**config.mk**
```make
export PLATFORM = sky130hd
export DESIGN_NAME = line_buf_ctrl
export DESIGN_NICKNAME = d
export VERILOG_FILES = /design/src/rtl/line_buf_ctrl.sv
export SDC_FILE = /design/constraint.sdc
export NUM_CORES = 1
export LEC_CHECK = 0
export BUFFER_PORTS_ARGS = -buffer_cell sky130_fd_sc_hd__buf_2
export CAP_MARGIN = 20
export CELL_PAD_IN_SITES_DETAIL_PLACEMENT = 0
export CELL_PAD_IN_SITES_GLOBAL_PLACEMENT = 1
export CORE_ASPECT_RATIO = 0.7
export CORE_MARGIN = 3
export CORE_UTILIZATION = 38
export DETAILED_ROUTE_END_ITERATION = 10
export PLACE_DENSITY_LB_ADDON = 0.05
export SETUP_SLACK_MARGIN = 0.2
export SYNTH_ARGS = -nofsm -noshare
export SYNTH_HDL_FRONTEND = slang
export SYNTH_SLANG_ARGS = --single-unit
```
**constraint.sdc**
```tcl
create_clock -name clk1 -period 2.2 [get_ports clk1]
set_clock_uncertainty 0.15 [all_clocks]
set_input_delay 0.22 -clock clk1 [delete_from_list [all_inputs] [get_ports clk1]]
set_output_delay 0.22 -clock clk1 [all_outputs]
set_load 0.1 [all_outputs]
```
**src/rtl/line_buf_ctrl.sv**
```systemverilog
// line_buf_ctrl
// Turns a row-major pixel stream into the control and data signals of the
// single-row convolution line-buffer FIFO. Each pixel is written into the slot
// that held its vertical neighbour, and that slot is read one edge earlier. The
// FIFO output is therefore aligned with cur_data. This block also issues the
// pointer rewinds at frame start and at each row boundary, and it pulses done
// when a frame is complete.
//
// Optional feature: define LINE_BUF_CTRL_PAD_EN for top zero padding.
// prev_valid is then also raised for row 0, while rd_en stays low, so the FIFO
// presents zeros as the row above.
module line_buf_ctrl #(
  parameter int DATA_WIDTH = 16,
  parameter int IFM_WIDTH  = 8,
  parameter int NUM_ROWS   = 8,
  parameter int ADD_WIDTH  = 3
) (
  input  logic                  clk1,
  input  logic                  rst_n,
  input  logic                  start,
  input  logic                  pix_valid,
  input  logic [DATA_WIDTH-1:0] pix_data,
  output logic                  pix_ready,
  output logic                  wr_en,
  output logic                  wr_inc,
  output logic                  wr_clr,
  output logic                  rd_en,
  output logic                  rd_inc,
  output logic                  rd_clr,
  output logic [DATA_WIDTH-1:0] data_in_fifo,
  output logic [DATA_WIDTH-1:0] cur_data,
  output logic                  prev_valid,
  output logic [ADD_WIDTH-1:0]  col_cnt,
  output logic [15:0]           row_cnt,
  output logic                  busy,
  output logic                  done
);

  typedef enum logic [2:0] {
    ST_IDLE   = 3'd0,
    ST_CLR    = 3'd1,
    ST_FILL   = 3'd2,
    ST_GAP    = 3'd3,
    ST_STREAM = 3'd4,
    ST_DRAIN  = 3'd5
  } state_t;

  localparam logic [ADD_WIDTH-1:0] COL_LAST = ADD_WIDTH'(IFM_WIDTH - 1);
  localparam logic [ADD_WIDTH-1:0] COL_ZERO = ADD_WIDTH'(0);
  localparam logic [ADD_WIDTH-1:0] COL_ONE  = ADD_WIDTH'(1);
  localparam logic [15:0]          ROW_LAST = 16'(NUM_ROWS - 1);
  localparam logic [15:0]          ROW_ONE  = 16'd1;

  // The last column closes a row. The row counter wraps the column back to 0.
  function automatic logic is_last_col(input logic [ADD_WIDTH-1:0] col);
    return (col == COL_LAST);
  endfunction

  // A row is the final one of the frame when its index is NUM_ROWS-1.
  function automatic logic is_last_row(input logic [15:0] row);
    return (row == ROW_LAST);
  endfunction

  state_t                 state_q, state_d;
  logic [ADD_WIDTH-1:0]   col_q, col_d;
  logic [15:0]            row_q, row_d;
  logic                   phase_q, phase_d;
  logic                   pix_ready_q, pix_ready_d;
  logic                   wr_clr_q, rd_clr_q, clr_d;
  logic                   busy_q, busy_d;
  logic                   done_q, done_d;
  logic                   wr_en_q, wr_inc_q, wr_en_d;
  logic                   rd_en_q, rd_inc_q, rd_en_d;
  logic                   vld_q, vld_d;
  logic                   prev_valid_q, prev_valid_d;
  logic [DATA_WIDTH-1:0]  pix_q, pix_d;
  logic [DATA_WIDTH-1:0]  din_q, din_d;
  logic [DATA_WIDTH-1:0]  cur_q, cur_d;
  logic                   acc_s;

  // The handshake uses the registered ready. A pixel is taken only in FILL or STREAM.
  assign acc_s = pix_valid && pix_ready_q;

  // Frame sequencing: next state, counters, ready, pointer rewinds, and done.
  always_comb begin
    state_d     = state_q;
    col_d       = col_q;
    row_d       = row_q;
    phase_d     = phase_q;
    pix_ready_d = 1'b0;
    clr_d       = 1'b0;
    done_d      = 1'b0;
    case (state_q)
      ST_IDLE: begin
        if (start) begin
          // Rewind both pointers during the single CLR cycle.
          state_d = ST_CLR;
          clr_d   = 1'b1;
        end else begin
          state_d = ST_IDLE;
        end
      end
      ST_CLR: begin
        col_d       = COL_ZERO;
        row_d       = 16'd0;
        phase_d     = 1'b0;
        state_d     = ST_FILL;
        pix_ready_d = 1'b1;
      end
      ST_FILL, ST_STREAM: begin
        if (acc_s) begin
          if (is_last_col(col_q)) begin
            col_d   = COL_ZERO;
            row_d   = row_q + ROW_ONE;
            phase_d = 1'b0;
            if (is_last_row(row_q)) begin
              state_d = ST_DRAIN;
            end else begin
              state_d = ST_GAP;
            end
          end else begin
            col_d       = col_q + COL_ONE;
            pix_ready_d = 1'b1;
          end
        end else begin
          pix_ready_d = 1'b1;
        end
      end
      ST_GAP: begin
        if (!phase_q) begin
          phase_d = 1'b1;
        end else begin
          // The first cycle of the new row carries the rewind and accepts a pixel.
          // The last write of the previous row lands on the edge that enters this cycle.
          phase_d     = 1'b0;
          state_d     = ST_STREAM;
          clr_d       = 1'b1;
          pix_ready_d = 1'b1;
        end
      end
      ST_DRAIN: begin
        if (!phase_q) begin
          phase_d = 1'b1;
          done_d  = 1'b1;
        end else begin
          phase_d = 1'b0;
          state_d = ST_IDLE;
        end
      end
      default: begin
        state_d = ST_IDLE;
        col_d   = COL_ZERO;
        row_d   = 16'd0;
        phase_d = 1'b0;
      end
    endcase
    busy_d = (state_d != ST_IDLE);
  end

  // Per-pixel strobes: write always, read only where a row above exists.
  always_comb begin
    wr_en_d = acc_s;
    if (state_q == ST_STREAM) begin
      rd_en_d = acc_s;
    end else begin
      rd_en_d = 1'b0;
    end
`ifdef LINE_BUF_CTRL_PAD_EN
    // Row 0 is also paired with a row above, which the FIFO supplies as zeros.
    if ((state_q == ST_STREAM) || (state_q == ST_FILL)) begin
      vld_d = acc_s;
    end else begin
      vld_d = 1'b0;
    end
`else
    vld_d = rd_en_d;
`endif
    prev_valid_d = vld_q;
  end

  // Data pipeline: capture on accept, then present one cycle after each strobe.
  always_comb begin
    if (acc_s) begin
      pix_d = pix_data;
    end else begin
      pix_d = pix_q;
    end
    if (wr_en_q) begin
      din_d = pix_q;
    end else begin
      din_d = din_q;
    end
    if (vld_q) begin
      cur_d = pix_q;
    end else begin
      cur_d = cur_q;
    end
  end

  // Control registers. Reset aborts a frame immediately and emits no done.
  always_ff @(posedge clk1 or negedge rst_n) begin
    if (!rst_n) begin
      state_q      <= ST_IDLE;
      col_q        <= COL_ZERO;
      row_q        <= 16'd0;
      phase_q      <= 1'b0;
      pix_ready_q  <= 1'b0;
      wr_clr_q     <= 1'b0;
      rd_clr_q     <= 1'b0;
      busy_q       <= 1'b0;
      done_q       <= 1'b0;
      wr_en_q      <= 1'b0;
      wr_inc_q     <= 1'b0;
      rd_en_q      <= 1'b0;
      rd_inc_q     <= 1'b0;
      vld_q        <= 1'b0;
      prev_valid_q <= 1'b0;
    end else begin
      state_q      <= state_d;
      col_q        <= col_d;
      row_q        <= row_d;
      phase_q      <= phase_d;
      pix_ready_q  <= pix_ready_d;
      wr_clr_q     <= clr_d;
      rd_clr_q     <= clr_d;
      busy_q       <= busy_d;
      done_q       <= done_d;
      wr_en_q      <= wr_en_d;
      wr_inc_q     <= wr_en_d;
      rd_en_q      <= rd_en_d;
      rd_inc_q     <= rd_en_d;
      vld_q        <= vld_d;
      prev_valid_q <= prev_valid_d;
    end
  end

  // Data registers.
  always_ff @(posedge clk1 or negedge rst_n) begin
    if (!rst_n) begin
      pix_q <= {DATA_WIDTH{1'b0}};
      din_q <= {DATA_WIDTH{1'b0}};
      cur_q <= {DATA_WIDTH{1'b0}};
    end else begin
      pix_q <= pix_d;
      din_q <= din_d;
      cur_q <= cur_d;
    end
  end

  assign pix_ready    = pix_ready_q;
  assign wr_en        = wr_en_q;
  assign wr_inc       = wr_inc_q;
  assign wr_clr       = wr_clr_q;
  assign rd_en        = rd_en_q;
  assign rd_inc       = rd_inc_q;
  assign rd_clr       = rd_clr_q;
  assign data_in_fifo = din_q;
  assign cur_data     = cur_q;
  assign prev_valid   = prev_valid_q;
  assign col_cnt      = col_q;
  assign row_cnt      = row_q;
  assign busy         = busy_q;
  assign done         = done_q;

endmodule

```
==> impl_metrics.json <==
{
  "run_status": "finished, final reports clean",
  "grt_pass1_vias": 2600,
  "hold_viol_final": 0,
  "gp_congestion": 0.822,
  "synth_edf_count": 0,
  "grt_max_degree": 41,
  "cp-start-kind": "flip-flop",
  "relSlewSlack_pct": 62.3,
  "async_flop_share_pct": 100,
  "min_path_type": "in2reg",
  "row_count": 28,
  "antenna_cells": 0,
  "worstReg2RegEnd": "phase_q",
  "worstRegToRegCells": 7,
  "layout_min_cycle_time_ps": 2040,
  "instances_no_fill": 532,
  "fp.coreArea_mm2": 0.00869,
  "r2r-start": "col_cnt[1]",
  "critPathCapture": "phase_q",
  "area_growth_pct": 36.7,
  "dieArea_mm2": 0.0104,
  "synth_area_leader_cell": "dfrtp_1",
  "syn_area_mm2": 0.00350,
  "nNetsFinal": 430,
  "wirelength_um": 8540,
  "via_per_inst": 5.14,
  "ant_nets": 0,
  "yosysSeqAreaShare_pct": 55.7,
  "cp-startpoint": "col_cnt[1]",
  "rsz0062_at_grt": "true",
  "vias": 2732,
  "die_w_um": 121,
  "wl_per_cell_um": 16.1,
  "synth_nets": 318,
  "drc_errors": 0,
  "antenna_found_initial": 0,
  "synth_top_area_share_pct": 55.7,
  "report.final.setup_viol": 0,
  "end_kind": "flip-flop",
  "synth_warnings": 0,
  "cts-root-buf": "clkbuf_16",
  "worstMarginPinSlew_ps": 565,
  "io_buffers": 80,
  "initial_core_util_pct": 40.3,
  "reg2reg_slack_ps": 160,
  "cap_viol_max_count": 0,
  "io_pins": 81,
  "drt_pass1_iterations": 4,
  "post-place-cells": 492,
  "max_freq_ghz": 0.490,
  "synth_area_leaders": "dfrtp_1 56%, mux2_2 15%, nand2_1 2.3%",
  "grt_pass1_wl_um": 13900,
  "ctsHtreeMaxLevel": 3,
  "timing.final.crit_share_pct": 92.7,
  "worst_hold_slack_ps": 219,
  "overflow": 0,
  "numCtsBuffers": 9,
  "die_h_um": 86.3,
  "grt_usage_pct": 17.2,
  "syn_inst": 295,
  "crit_required_ps": 2300,
  "hold_depth": 4,
  "syn_area_per_cell_um2": 11.9,
  "cts_tree": "built",
  "first_iter_violations": 112,
  "cts.path.max_buffers": 2,
  "insertion_delay_ps": 340,
  "synth_cell_types": 44,
  "cts.reportedPaths.clkPinSlew_ps": 60,
  "drv_slew": 0,
  "cp.arrival_ps": 2140,
  "synthFlopType": "dfrtp_1",
  "critPathKind": "reg2reg",
  "crit_path_max_fanout": 4,
  "hpwl_um": 5800,
  "cts_num_sinks": 78,
  "drive_above_1_share_pct": 49.8,
  "ys_ff_latch": 78
}
[synthesized netlist by cell type (4+ instances only)]
master	count
buf_2	6
dfrtp_1	78
o31ai_1	6
nand3_1	7
nor4_1	5
o21ai_0	13
or4_1	7
mux2_2	48
nand2_1	21
inv_1	9
buf_4	4
nor3_1	8
a21oi_1	14
mux2i_1	7
or3_1	10
clkbuf_1	7
nor2_1	7
[metal layers]
| metal | part of all wire [%] | wire length, µm | up-vias | global-route usage, % |
|---|---|---|---|---|
| met5 | 0 | 0 | - | 0 |
| met4 | 1.4 | 118 | 0 | 6.07 |
| met3 | 5.9 | 502 | 11 | 4.96 |
| met2 | 41 | 3540 | 81 | 23.5 |
| met1 | 51 | 4390 | 1338 | 25.9 |
| li1 | - | - | 1302 | - |
[stage by stage]
| step | utilization [%] | cell area [µm²] | TNS [ps] | setup WS (ps) |
|---|---|---|---|---|
| finish | 55.1 | 4790 | 0 | 160 |
| global route | 55.1 | 4790 | 0 | 128 |
| CTS | 54.3 | 4720 | 0 | 174 |
| detailed placement | 48.0 | 4170 | 0 | 167 |
| global placement | 48.0 | 4170 | 0 | 209 |
| floorplan | - | 3580 | -67.0 | -41.6 |
[registers in the layout, indices dropped and copies added (netlist names), 3 cells and up]
register      cells
cur_data         16
data_in_fifo     16
pix_q            16
row_cnt          16
col_cnt           3
state_q           3
[layout by cell type (no fill, tap or decap), types with 6 or more instances in the layout]
cell type / n
dfrtp_2: 16
dfrtp_1: 59
a21oi_1: 10
buf_2: 79
buf_4: 19
mux2i_1: 7
o21ai_0: 13
nor2_1: 7
o31ai_1: 6
nand2_1: 20
or3_1: 10
clkbuf_16: 11
nand3_1: 7
dlygate4sd3_1: 18
inv_1: 9
mux2_2: 48
[worst max-delay path: stages (launching register included)]
cell and delay (ps):
dfrtp_4 490, ha_4 180, ha_4 160, buf_4 120
buf_4 130, and3_1 210, maj3_1 360, o22ai_1 150
[cells by family after synthesis]
| family | share of synthesized area (%) |
|---|---|
| adder cells (fa/ha/maj) | 1.36 |
| multiplexers | 17.4 |
| AND/OR/NAND/NOR | 13.5 |
| flip-flops | 55.7 |
| AO/OA/AOI/OAI | 8.04 |
| buffers and inverters | 3.97 |
[area by class of cell]
class,count,area (µm²)
fill,805,3900
sequential,78,1980
multi-input combinational,188,1510
timing repair buffer,120,808
clock buffer,9,225
tap,120,150
clock inverter,7,78.8
inverter,10,37.5
[worst min-delay path by stage]
stage / startpoint / endpoint
floorplan: rst_n / busy
global placement: rst_n / row_cnt[13]
detailed placement: rst_n / row_cnt[13]
CTS: pix_valid / pix_ready
global route: pix_valid / pix_ready
finish: pix_valid / prev_valid_d
[what timing repair did]
item                                    in CTS  in global routing
gates resized for setup                      1                 14
gates cloned                                 1                  1
setup buffers                                3                  1
pin swaps                                    2                 12
endpoints found under the setup margin       4                 12
hold buffers                                18                  0
endpoints found under the hold margin       55                  0
Power is not shown: default switching activity piles up to over one toggle a cycle in this logic, so the estimate is an artifact.
